<file path="config.mk">
export PLATFORM = sky130hd
export DESIGN_NAME = serial_paralelo_sync
export DESIGN_NICKNAME = d
export VERILOG_FILES = /design/src/rtl/serial_paralelo_sync_pkg.sv /design/src/rtl/serial_paralelo_sync_shift8.sv /design/src/rtl/serial_paralelo_sync.sv
export SDC_FILE = /design/constraint.sdc
export NUM_CORES = 1
export LEC_CHECK = 0
export BUFFER_PORTS_ARGS = -buffer_cell sky130_fd_sc_hd__buf_2
export CAP_MARGIN = 20
export CORE_MARGIN = 4
export CORE_UTILIZATION = 50
export CTS_CLUSTER_DIAMETER = 120
export CTS_CLUSTER_SIZE = 30
export DETAILED_ROUTE_END_ITERATION = 10
export PLACE_DENSITY = 0.74
export SLEW_MARGIN = 10
export SYNTH_ARGS = -nofsm -noshare
export SYNTH_HDL_FRONTEND = slang
export SYNTH_SLANG_ARGS = --single-unit
</file>
<file path="constraint.sdc">
create_clock -name clk_8f -period 1.4 [get_ports clk_8f]
set_input_delay 0.14 -clock clk_8f [delete_from_list [all_inputs] [get_ports clk_8f]]
set_output_delay 0.14 -clock clk_8f [all_outputs]
set_load 0.02 [all_outputs]
</file>
<file path="src/rtl/serial_paralelo_sync_pkg.sv">
// Shared constants and FSM encoding for the serial-to-parallel byte aligner.
// The optional com_count output is controlled by the COM_COUNT_EN macro in the top module.
package serial_paralelo_sync_pkg;

    localparam logic [7:0] COM_CHAR        = 8'hBC;
    localparam logic [7:0] IDLE_CHAR       = 8'h7C;
    localparam int         COM_REQ_DEFAULT = 4;

    typedef enum logic [1:0] {
        SEARCH = 2'd0,
        SYNC   = 2'd1,
        ACTIVE = 2'd2
    } state_t;

    // A byte is payload unless it is one of the two control characters.
    function automatic logic is_payload(input logic [7:0] b,
                                        input logic [7:0] com,
                                        input logic [7:0] idle);
        return (b != com) && (b != idle);
    endfunction

endpackage

</file>
<file path="src/rtl/serial_paralelo_sync_shift8.sv">
// Serial shift register and 3-bit byte-phase counter for serial_paralelo_sync.
// The candidate byte combines the stored history with the bit arriving on this edge.
module serial_shift8 (
    input  logic       clk_8f,
    input  logic       reset,
    input  logic       data_in,
    input  logic       clr,
    output logic [7:0] cand,
    output logic       byte_done
);

    // Only seven stored bits are ever observed; the eighth would fall off unread.
    logic [6:0] hist;
    logic [2:0] bit_cnt;

    assign cand      = {hist, data_in};
    assign byte_done = (bit_cnt == 3'd7);

    // NOTE: registers use non-blocking assignments so every flop samples pre-edge values.
    always_ff @(posedge clk_8f or negedge reset) begin
        if (!reset) begin
            hist    <= '0;
            bit_cnt <= '0;
        end else begin
            hist    <= cand[6:0];
            bit_cnt <= clr ? 3'd0 : bit_cnt + 3'd1;
        end
    end

endmodule

</file>
<file path="src/rtl/serial_paralelo_sync.sv">
// Byte aligner: locks onto COM characters, goes active after COM_REQ in a row, then emits bytes.
// Define COM_COUNT_EN to add the saturating com_count output.
module serial_paralelo_sync
    import serial_paralelo_sync_pkg::*;
#(
    parameter int         WIDTH   = 8,
    parameter logic [7:0] COM     = COM_CHAR,
    parameter logic [7:0] IDLE    = IDLE_CHAR,
    parameter int         COM_REQ = COM_REQ_DEFAULT
) (
    input  logic             clk_8f,
    input  logic             reset,
    input  logic             data_in,
    output logic [WIDTH-1:0] data_out,
    output logic             valid_out,
`ifdef COM_COUNT_EN
    output logic [7:0]       com_count,
`endif
    output logic             active
);

    localparam logic [3:0] COM_REQ_C = 4'(COM_REQ);

    state_t           state, state_n;
    logic [3:0]       com_cnt, com_cnt_n;
    logic [WIDTH-1:0] data_n;
    logic             valid_n;
    logic             clr;
    logic [7:0]       cand;
    logic             byte_done;
    logic             is_com;

    serial_shift8 u_shift (
        .clk_8f    (clk_8f),
        .reset     (reset),
        .data_in   (data_in),
        .clr       (clr),
        .cand      (cand),
        .byte_done (byte_done)
    );

    assign is_com = (cand == COM);
    assign active = (state == ACTIVE);

    // NOTE: every output of this block gets a default first, so no path can infer a latch.
    always_comb begin
        state_n   = state;
        com_cnt_n = com_cnt;
        data_n    = data_out;
        valid_n   = valid_out;
        clr       = 1'b0;
        unique case (state)
            SEARCH: begin
                // Holding the phase counter at zero makes a match edge the byte boundary.
                clr = 1'b1;
                if (is_com) begin
                    com_cnt_n = 4'd1;
                    state_n   = SYNC;
                end
            end
            SYNC: begin
                if (byte_done) begin
                    if (is_com) begin
                        com_cnt_n = com_cnt + 4'd1;
                        if (com_cnt_n == COM_REQ_C) state_n = ACTIVE;
                    end else begin
                        com_cnt_n = 4'd0;
                        state_n   = SEARCH;
                    end
                end
            end
            ACTIVE: begin
                if (byte_done) begin
                    data_n  = cand;
                    valid_n = is_payload(cand, COM, IDLE);
                end
            end
            default: state_n = SEARCH;
        endcase
    end

    always_ff @(posedge clk_8f or negedge reset) begin
        if (!reset) begin
            state     <= SEARCH;
            com_cnt   <= '0;
            data_out  <= '0;
            valid_out <= 1'b0;
        end else begin
            state     <= state_n;
            com_cnt   <= com_cnt_n;
            data_out  <= data_n;
            valid_out <= valid_n;
        end
    end

`ifdef COM_COUNT_EN
    // Only COMs completed after the link is up are counted; the locking run is not.
    always_ff @(posedge clk_8f or negedge reset) begin
        if (!reset) begin
            com_count <= '0;
        end else if (active && byte_done && is_com && com_count != 8'hFF) begin
            com_count <= com_count + 8'd1;
        end
    end
`endif

endmodule

</file>
# Word-level counts from Yosys, hierarchy flattened
# Index checks and enable logic that the tools add are counted.
# classes
addsub	2
n_eq_ne	10
mux	11
bitwise	1
reduce_logical	6
# ops
cell	count
4-bit 2-to-1 mux	3
8-bit == test (second input constant)	1
2-bit 2-to-1 mux	4
8-bit by 7-bit != test with 1-bit output (second input constant)	1
8-bit != test (second input constant)	1
4-bit case mux with 2 select lines	1
2-bit case mux with 3 select lines	1
4-bit by 1-bit adder with 4-bit output (second input constant)	1
4-bit by 3-bit == test with 1-bit output (second input constant)	1
2-bit != test (second input constant)	2
4-bit AND reduction	1
3-bit by 1-bit adder with 3-bit output (second input constant)	1
3-bit == test (second input constant)	1
3-bit 2-to-1 mux	1
3-bit != test (second input constant)	1
3-bit AND reduction	1
2-bit by 1-bit == test with 1-bit output (second input constant)	1
2-bit == test (second input constant)	1
2-bit zero test	1
2-bit AND reduction	1
2-bit nonzero test	1
1-bit logical AND	1
1-bit 2-to-1 mux	1
1-bit inverter	1
# word_totals
reg_bits	25
output_inout_bits	10
wordCells	36

# Depth between registers and ports, before layout
# Gate-level depths: netlist of the first run.
# logic_depth
ltp_word	6
depth_mapped	6
depth_no_buf	5

# By module
# From an unflattened synthesis of the first run, not the netlist that was laid out.
# hier_totals
cells_unflattened	85
hier_area_um2	1099.8
# by_module_without_submodules
mod	instances	cells_each	area_per_inst_um2	seq_area_each_um2
serial_paralelo_sync	1	69	800.8	375.4
serial_shift8	1	16	299.0	250.2

# Least setup slack after synthesis of the first run
# No wires, ideal clock.
# synth_path
kind	register -> register
start	reg u_shift.bit_cnt[0]
end	reg data_out[0]
setup_ns	0.125
t_arrival_ns	1.399
slack_ns	-0.124
path_stages_with_launch	6
cell_sequence	dfrtp_1 -> ha_1 -> ha_1 -> nand3b_1 -> buf_2 -> mux2_2
# synth_between
elab_chain_len	2
# synth_lines
element	line	rtl
start: declaration	serial_paralelo_sync_shift8.sv:14	logic [2:0] bit_cnt;
start signal: assignment	serial_paralelo_sync_shift8.sv:26	bit_cnt <= clr ? 3'd0 : bit_cnt + 3'd1;
3-bit == test	serial_paralelo_sync_shift8.sv:17	assign byte_done = (bit_cnt == 3'd7);
2-bit AND reduction (no source line)	-	
end signal: assignment	serial_paralelo_sync.sv:91	data_out <= data_n;
end: declaration	serial_paralelo_sync.sv:14	output logic [WIDTH-1:0] data_out,
# Every way passes these cells.
# A chain may end at the register's enable or synchronous reset.

# Worst setup path in the final report of the first run
# layout_path
start	reg u_shift.bit_cnt[0]
end	reg data_out[4]
# Same word-level chain as after synthesis.

==> results of run 1 <==
[how the worst max path moves through the flow]
stage,start,endpoint,slack [ns],cells after the start
2_1_floorplan,u_shift.bit_cnt[0]$_DFF_PN0_,data_out[0]$_DFFE_PN0P_,0.01,5
3_3_place_gp,u_shift.bit_cnt[0]$_DFF_PN0_,data_out[4]$_DFFE_PN0P_,-0.01,5
3_5_place_dp,u_shift.bit_cnt[0]$_DFF_PN0_,data_out[5]$_DFFE_PN0P_,-0.06,5
4_1_cts,u_shift.bit_cnt[0]$_DFF_PN0_,data_out[4]$_DFFE_PN0P_,-0.04,5
5_1_grt,u_shift.bit_cnt[0]$_DFF_PN0_,data_out[6]$_DFFE_PN0P_,-0.08,5
6_report,u_shift.bit_cnt[0]$_DFF_PN0_,data_out[4]$_DFFE_PN0P_,-0.04,5
[kinds of logic (layout without fill, tap and decap cells)]
logic type / count (synthesis) / in the layout / synth area share
compound gates: 13 / 13 / 0.0916
xor+xnor: 1 / 1 / 0.00802
fa+ha+maj: 3 / 3 / 0.0344
buf+inv: 8 / 36 / 0.0309
flops: 25 / 25 / 0.573
mux: 9 / 9 / 0.0916
simple gates: 26 / 26 / 0.171
[where the power goes]
part           internal, uW  leakage [uW]  switching, uW
registers               744      0.000284           13.9
logic                  34.0      0.000337           47.7
clock network           111     0.0000150            194
total                   889      0.000636            256
[layout by cell type (no fill, tap or decap), types with 2 or more instances in the layout]
master / count
dfrtp_1: 24
buf_2: 11
buf_4: 14
dlygate4sd3_1: 2
mux2_2: 6
nand4_1: 6
clkbuf_4: 3
mux2_4: 2
ha_2: 2
a211o_2: 3
o21ai_0: 3
nor2_1: 4
nor2b_1: 3
inv_1: 4
a31oi_1: 3
[worst max-delay path, stage by stage, from the launching register on]
cell and delay [ns]:
dfrtp_1 0.41, ha_2 0.20, ha_4 0.15, nand3b_1 0.09
buf_6 0.15, mux2_2 0.34
[final cells by class]
| cell class | count | area [um2] |
|---|---|---|
| clock buffers | 4 | 26.3 |
| fillers | 162 | 656 |
| inverters | 4 | 15.0 |
| multi-input cells | 52 | 473 |
| flip-flops and latches | 25 | 627 |
| well taps | 27 | 33.8 |
| repair buffers | 28 | 191 |
[layer usage]
metal / part of all wire / vias to the layer above
li1: - / 369
met5: 0 / -
met4: 0.0092 / 0
met2: 0.49 / 7
met3: 0.026 / 2
met1: 0.48 / 356
[state kept, by name, indices dropped and copies added, names as in the netlist]
signal	count
data_out	8
u_shift.hist	7
com_cnt	4
u_shift.bit_cnt	3
state	2
valid_out	1
[metrics by stage]
step / util / worst slack [ns] / hold WS [ns] / instance area [um2]
floorplan: - / 0.0145 / -0.156 / 1110
global route: 0.676 / -0.0846 / 0.377 / 1370
global placement: 0.622 / -0.0147 / 0.151 / 1260
finish: 0.676 / -0.0411 / 0.329 / 1370
CTS: 0.657 / -0.0410 / 0.344 / 1330
detailed placement: 0.622 / -0.0636 / 0.160 / 1260
[what timing repair did]
item / 4_1_cts / 5_1_grt
endpoints found under the setup margin: 13 / 15
buffers inserted: 2 / 2
hold buffers: 2 / 0
endpoints found under the hold margin: 26 / 0
pin swaps: 1 / 2
gates resized for setup: 3 / 8
==> flow_summary_export.csv, run 1 <==
group,metric,value,unit
pwr,cellPowerDensity,838,nW/um2
global_routing,grt_pass1_wl,3.49,mm
yosys,ys_warn_count,0,
clock_tree,insertion_delay,0.30,ns
detailed_routing,drt_wl_total,1.96,mm
critical_path,worstRegToRegCells,5,
placed_design,placed_cells,130,
clock_tree,cts_root_buf,"clkbuf_4",
yosys,yosys.area.top_type,"dfrtp_1",
global_routing,track_usage,0.165,
critical_path,cp.required,1.60,ns
outcome,violations,"negative setup slack",
global_routing,grt_pass1_vias,773,
hold_path,worstHoldPathType,"input port to asynchronous set/reset pin",
timing,worst_pin_slew,0.537,ns
timing,rsz0062_at_grt,"yes",
global_routing,grt_max_degree,26,
timing,finalSetupViolCount,9,
final_layout,syn_to_final_growth,25.1,%
yosys,async_reset_ff_frac,1.00,
clock_tree,clk_path_buf_depth,2,
placed_design,gp_congestion,0.784,
clock_tree,cts_buffers,3,
yosys,synth_edf_count,0,
detailed_routing,wl_per_cell,14.0,um
yosys,synth.net_count,91,
yosys,ys_seq_area_frac,0.573,
detailed_routing,ant_nets,0,
die,initial_core_util,0.540,
final_layout,diodes,0,
final_layout,instances_no_fill,140,
die,die-height,54.7,um
final_layout,drive_gt1_frac,0.451,
detailed_routing,vias,734,
critical_path,r2r_start,"u_shift.bit_cnt[0]$_DFF_PN0_",
clock_tree,htreeDepth,1,
critical_path,path_max_fanout,9,
global_routing,grt_most_used_layer,"met2",
die,core,2020,um2
placed_design,io_buffers,12,
final_layout,nets,120,
critical_path,rr_endpoint,"data_out[4]$_DFFE_PN0P_",
yosys,avgSynthCellArea,12.9,um2
die,io_pins,13,
critical_path,endpoint_kind,"flop",
global_routing,antenna_found_initial,0,
critical_path,critPathKind,"flop to flop",
global_routing,grtUsageMet1,0.219,
yosys,netlist_area,1090,um2
global_routing,grt-ovfl-total,0,
die,fp-row-count,16,
timing,slew_viol_final,0,
critical_path,worstPathArrival,1.64,ns
pwr,peakVddDrop,0.681,mV
detailed_routing,drc,0,
pwr,finalPower,1140,uW
yosys,synth_most_common_cell,"dfrtp_1",
yosys,netlist_instances,85,
yosys,synth_common_cells,"dfrtp_1 (25), mux2_2 (8), nand4_1 (6)",
critical_path,startpoint_type,"flop",
timing,finalClockSkew,0.00284,ns
placed_design,hpwlAfterDp,1.38,mm
critical_path,rrSetupSlack,-0.04,ns
yosys,synthDistinctLibCells,29,
global_routing,gr-usage-met3,0.0327,
run,drv_cap,0,
timing,period_share,1.03,
timing,max_freq,694,MHz
detailed_routing,dr.pass1.iters,2,
yosys,ys_ff_latch,25,
timing,setup_tns,-0.270,ns
timing,slew_headroom,0.642,
timing,period_needed,1.44,ns
yosys,yosysTopAreaCellShare,0.573,
outcome,status,"complete, but fails checks",
die,dieArea,3000,um2
clock_tree,cts_tree,"yes",
detailed_routing,drt-initial-drc-count,6,
clock_tree,clk_pin_slew_worst_paths,0.12,ns
die,die_w,54.7,um
pwr,cellLeakagePower,0.000636,uW
clock_tree,clock-sinks,25,
detailed_routing,vias_per_cell,5.24,
global_routing,use_met2,0.272,
yosys,synth_ff_type,"dfrtp_1",
yosys,netlist_top_cells_area,"dfrtp_1 (57%), mux2_2 (8.2%), ha_1 (3.4%), nand4_1 (3.4%), a211o_2 (2.7%)",
timing,hold_viol,0,
timing,fin_ws,-0.0411,ns
Power figures use the tool's default switching activity.
==> run 2: changes to the inputs <==
BUFFER_PORTS_ARGS = -buffer_cell sky130_fd_sc_hd__buf_4   (was -buffer_cell sky130_fd_sc_hd__buf_2)
GPL_TIMING_DRIVEN = 0   (was not set)
==> flow_summary_export.csv, run 2 (synthesis results as in run 1) <==
group,metric,value,unit
detailed_routing,vias_per_cell,5.42,
clock_tree,cts_tree,"yes",
timing,worst_pin_slew,0.305,ns
detailed_routing,wl_per_cell,15.1,um
pwr,cellLeakagePower,0.000676,uW
final_layout,largest_register,"data_out",
global_routing,antenna_found_initial,0,
placed_design,pre_cts_slack,-0.132,ns
timing,period_share,1.04,
hold_path,min_to,"data_out[0]$_DFFE_PN0P_",
timing,period_needed,1.46,ns
critical_path,slowest_stage,"dfrtp_1",
placed_design,io_buffers,12,
clock_tree,clk_path_buf_depth,2,
global_routing,grt-ovfl-total,0,
critical_path,rrSetupSlack,-0.06,ns
timing,setup_tns,-0.364,ns
final_layout,diodes,0,
critical_path,path_max_fanout,5,
timing,finalClockSkew,0.00578,ns
timing,slew_viol_final,0,
die,fp-row-count,16,
global_routing,grt_pass1_vias,737,
clock_tree,clock-sinks,25,
detailed_routing,drt_wl_total,2.10,mm
clock_tree,clk_pin_slew_worst_paths,0.14,ns
timing,rsz0062_at_grt,"yes",
critical_path,worstPathArrival,1.68,ns
final_layout,largest_register_ffs,8,
timing,slew_headroom,0.797,
final_layout,nets,119,
hold_path,min-delay-start,"data_in",
critical_path,worstRegToRegCells,5,
detailed_routing,ant_nets,0,
clock_tree,cts_buffers,3,
clock_tree,htreeDepth,1,
detailed_routing,drt-initial-drc-count,4,
timing,fin_ws,-0.0589,ns
final_layout,mostFrequentLayoutCells,"dfrtp_1 (25), buf_4 (19), mux2_4 (8)",
critical_path,critPathKind,"flop to flop",
placed_design,hpwlAfterDp,1.25,mm
timing,max_freq,685,MHz
placed_design,gp_congestion,0.797,
critical_path,startpoint_type,"flop",
final_layout,reg_top3,"data_out x8, u_shift.hist x7, com_cnt x4",
die,initial_core_util,0.540,
timing,hold_viol,0,
pwr,peakVddDrop,1.01,mV
critical_path,rr_endpoint,"data_out[0]$_DFFE_PN0P_",
critical_path,r2r_start,"u_shift.bit_cnt[0]$_DFF_PN0_",
global_routing,grt_max_degree,26,
global_routing,grt_pass1_wl,3.26,mm
detailed_routing,drc,0,
hold_path,worstHoldPathType,"input port to flop",
run,drv_cap,0,
clock_tree,insertion_delay,0.31,ns
hold_path,whs_path_depth,2,
final_layout,instances_no_fill,139,
detailed_routing,dr.pass1.iters,4,
die,dieArea,3000,um2
critical_path,startpoint,"u_shift.bit_cnt[0]$_DFF_PN0_",
placed_design,placed_cells,124,
clock_tree,cts_root_buf,"clkbuf_4",
critical_path,path_cells,"ha_2 -> ha_4 -> nand3b_1 -> buf_6 -> mux2_4",
final_layout,drive_gt1_frac,0.420,
critical_path,endpoint_kind,"flop",
outcome,violations,"negative setup slack",
final_layout,syn_to_final_growth,29.4,%
die,die-height,54.7,um
timing,hold-worst-slack,0.114,ns
die,core,2020,um2
critical_path,cp.required,1.62,ns
final_layout,layout_commonest_cell,"dfrtp_1",
pwr,cellPowerDensity,837,nW/um2
outcome,status,"complete, but fails checks",
die,io_pins,13,
global_routing,track_usage,0.153,
pwr,finalPower,1180,uW
die,die_w,54.7,um
timing,finalSetupViolCount,9,
critical_path,slowest_delay,0.41,ns
detailed_routing,vias,753,
==> run 2: cell count changes in the layout (fill, tap and decap cells not counted), sizes merged <==
cell    delta
buf        -2
clkbuf     +1
==> run 2: report_power, final <==
part | leakage, uW | internal (uW) | switching, uW | total [uW]
Combinational | 0.000377 | 48.3 | 48.0 | 96.3
Sequential | 0.000284 | 744 | 17.1 | 761
Clock | 0.0000150 | 111 | 215 | 326
Total | 0.000676 | 904 | 280 | 1180
==> run 2: repair_timing <==
action / 4_1_cts / 5_1_grt
hold endpoints to repair: 26 / 0
pin swaps: 1 / 2
setup buffers: 3 / 5
gates cloned: 0 / 1
gates resized for setup: 3 / 17
hold buffers: 2 / 0
setup endpoints to repair: 15 / 13
==> run 2: area by class of cell <==
cell class	instances	area [um2]
flip-flops and latches	25	626
well taps	27	33.8
plain buffers	4	31.3
fillers	143	608
inverters	4	15.0
clock buffers	4	26.3
multi-input cells	52	484
repair buffers	23	198
==> run 2: worst max path at each step <==
stage	endpoint	slack [ns]	depth (start not counted)
2_1_floorplan	data_out[0]$_DFFE_PN0P_	0.01	5
3_3_place_gp	state[1]$_DFFE_PN0P_	-0.10	3
3_5_place_dp	state[1]$_DFFE_PN0P_	-0.13	3
4_1_cts	data_out[6]$_DFFE_PN0P_	-0.07	5
5_1_grt	data_out[0]$_DFFE_PN0P_	-0.09	5
6_report	data_out[0]$_DFFE_PN0P_	-0.06	5
==> run 2: metrics by stage <==
| step | cell area (um2) | util |
|---|---|---|
| 5_1_grt | 1410 | 0.699 |
| 2_1_floorplan | 1110 | - |
| 3_3_place_gp | 1240 | 0.612 |
| 6_report | 1410 | 0.699 |
| 3_5_place_dp | 1240 | 0.612 |
| 4_1_cts | 1320 | 0.650 |
==> run 2: layer usage <==
metal  routed length [um]  GRT usage  share of wire  vias up
met1                 1040      0.185           0.49      380
met5                    0          0              0        -
met2                  992      0.262           0.47        7
met4                   18     0.0622         0.0086        0
met3                   49     0.0327          0.023        2
li1                     -          -              -      364
==> run 2: critical path: cells and delay by family (launching register included) <==
family | cells | cell delay [ns]
fa+ha+maj | 2 | 0.36
buf+inv | 1 | 0.16
flops | 1 | 0.41
mux | 1 | 0.31
simple gates | 1 | 0.13
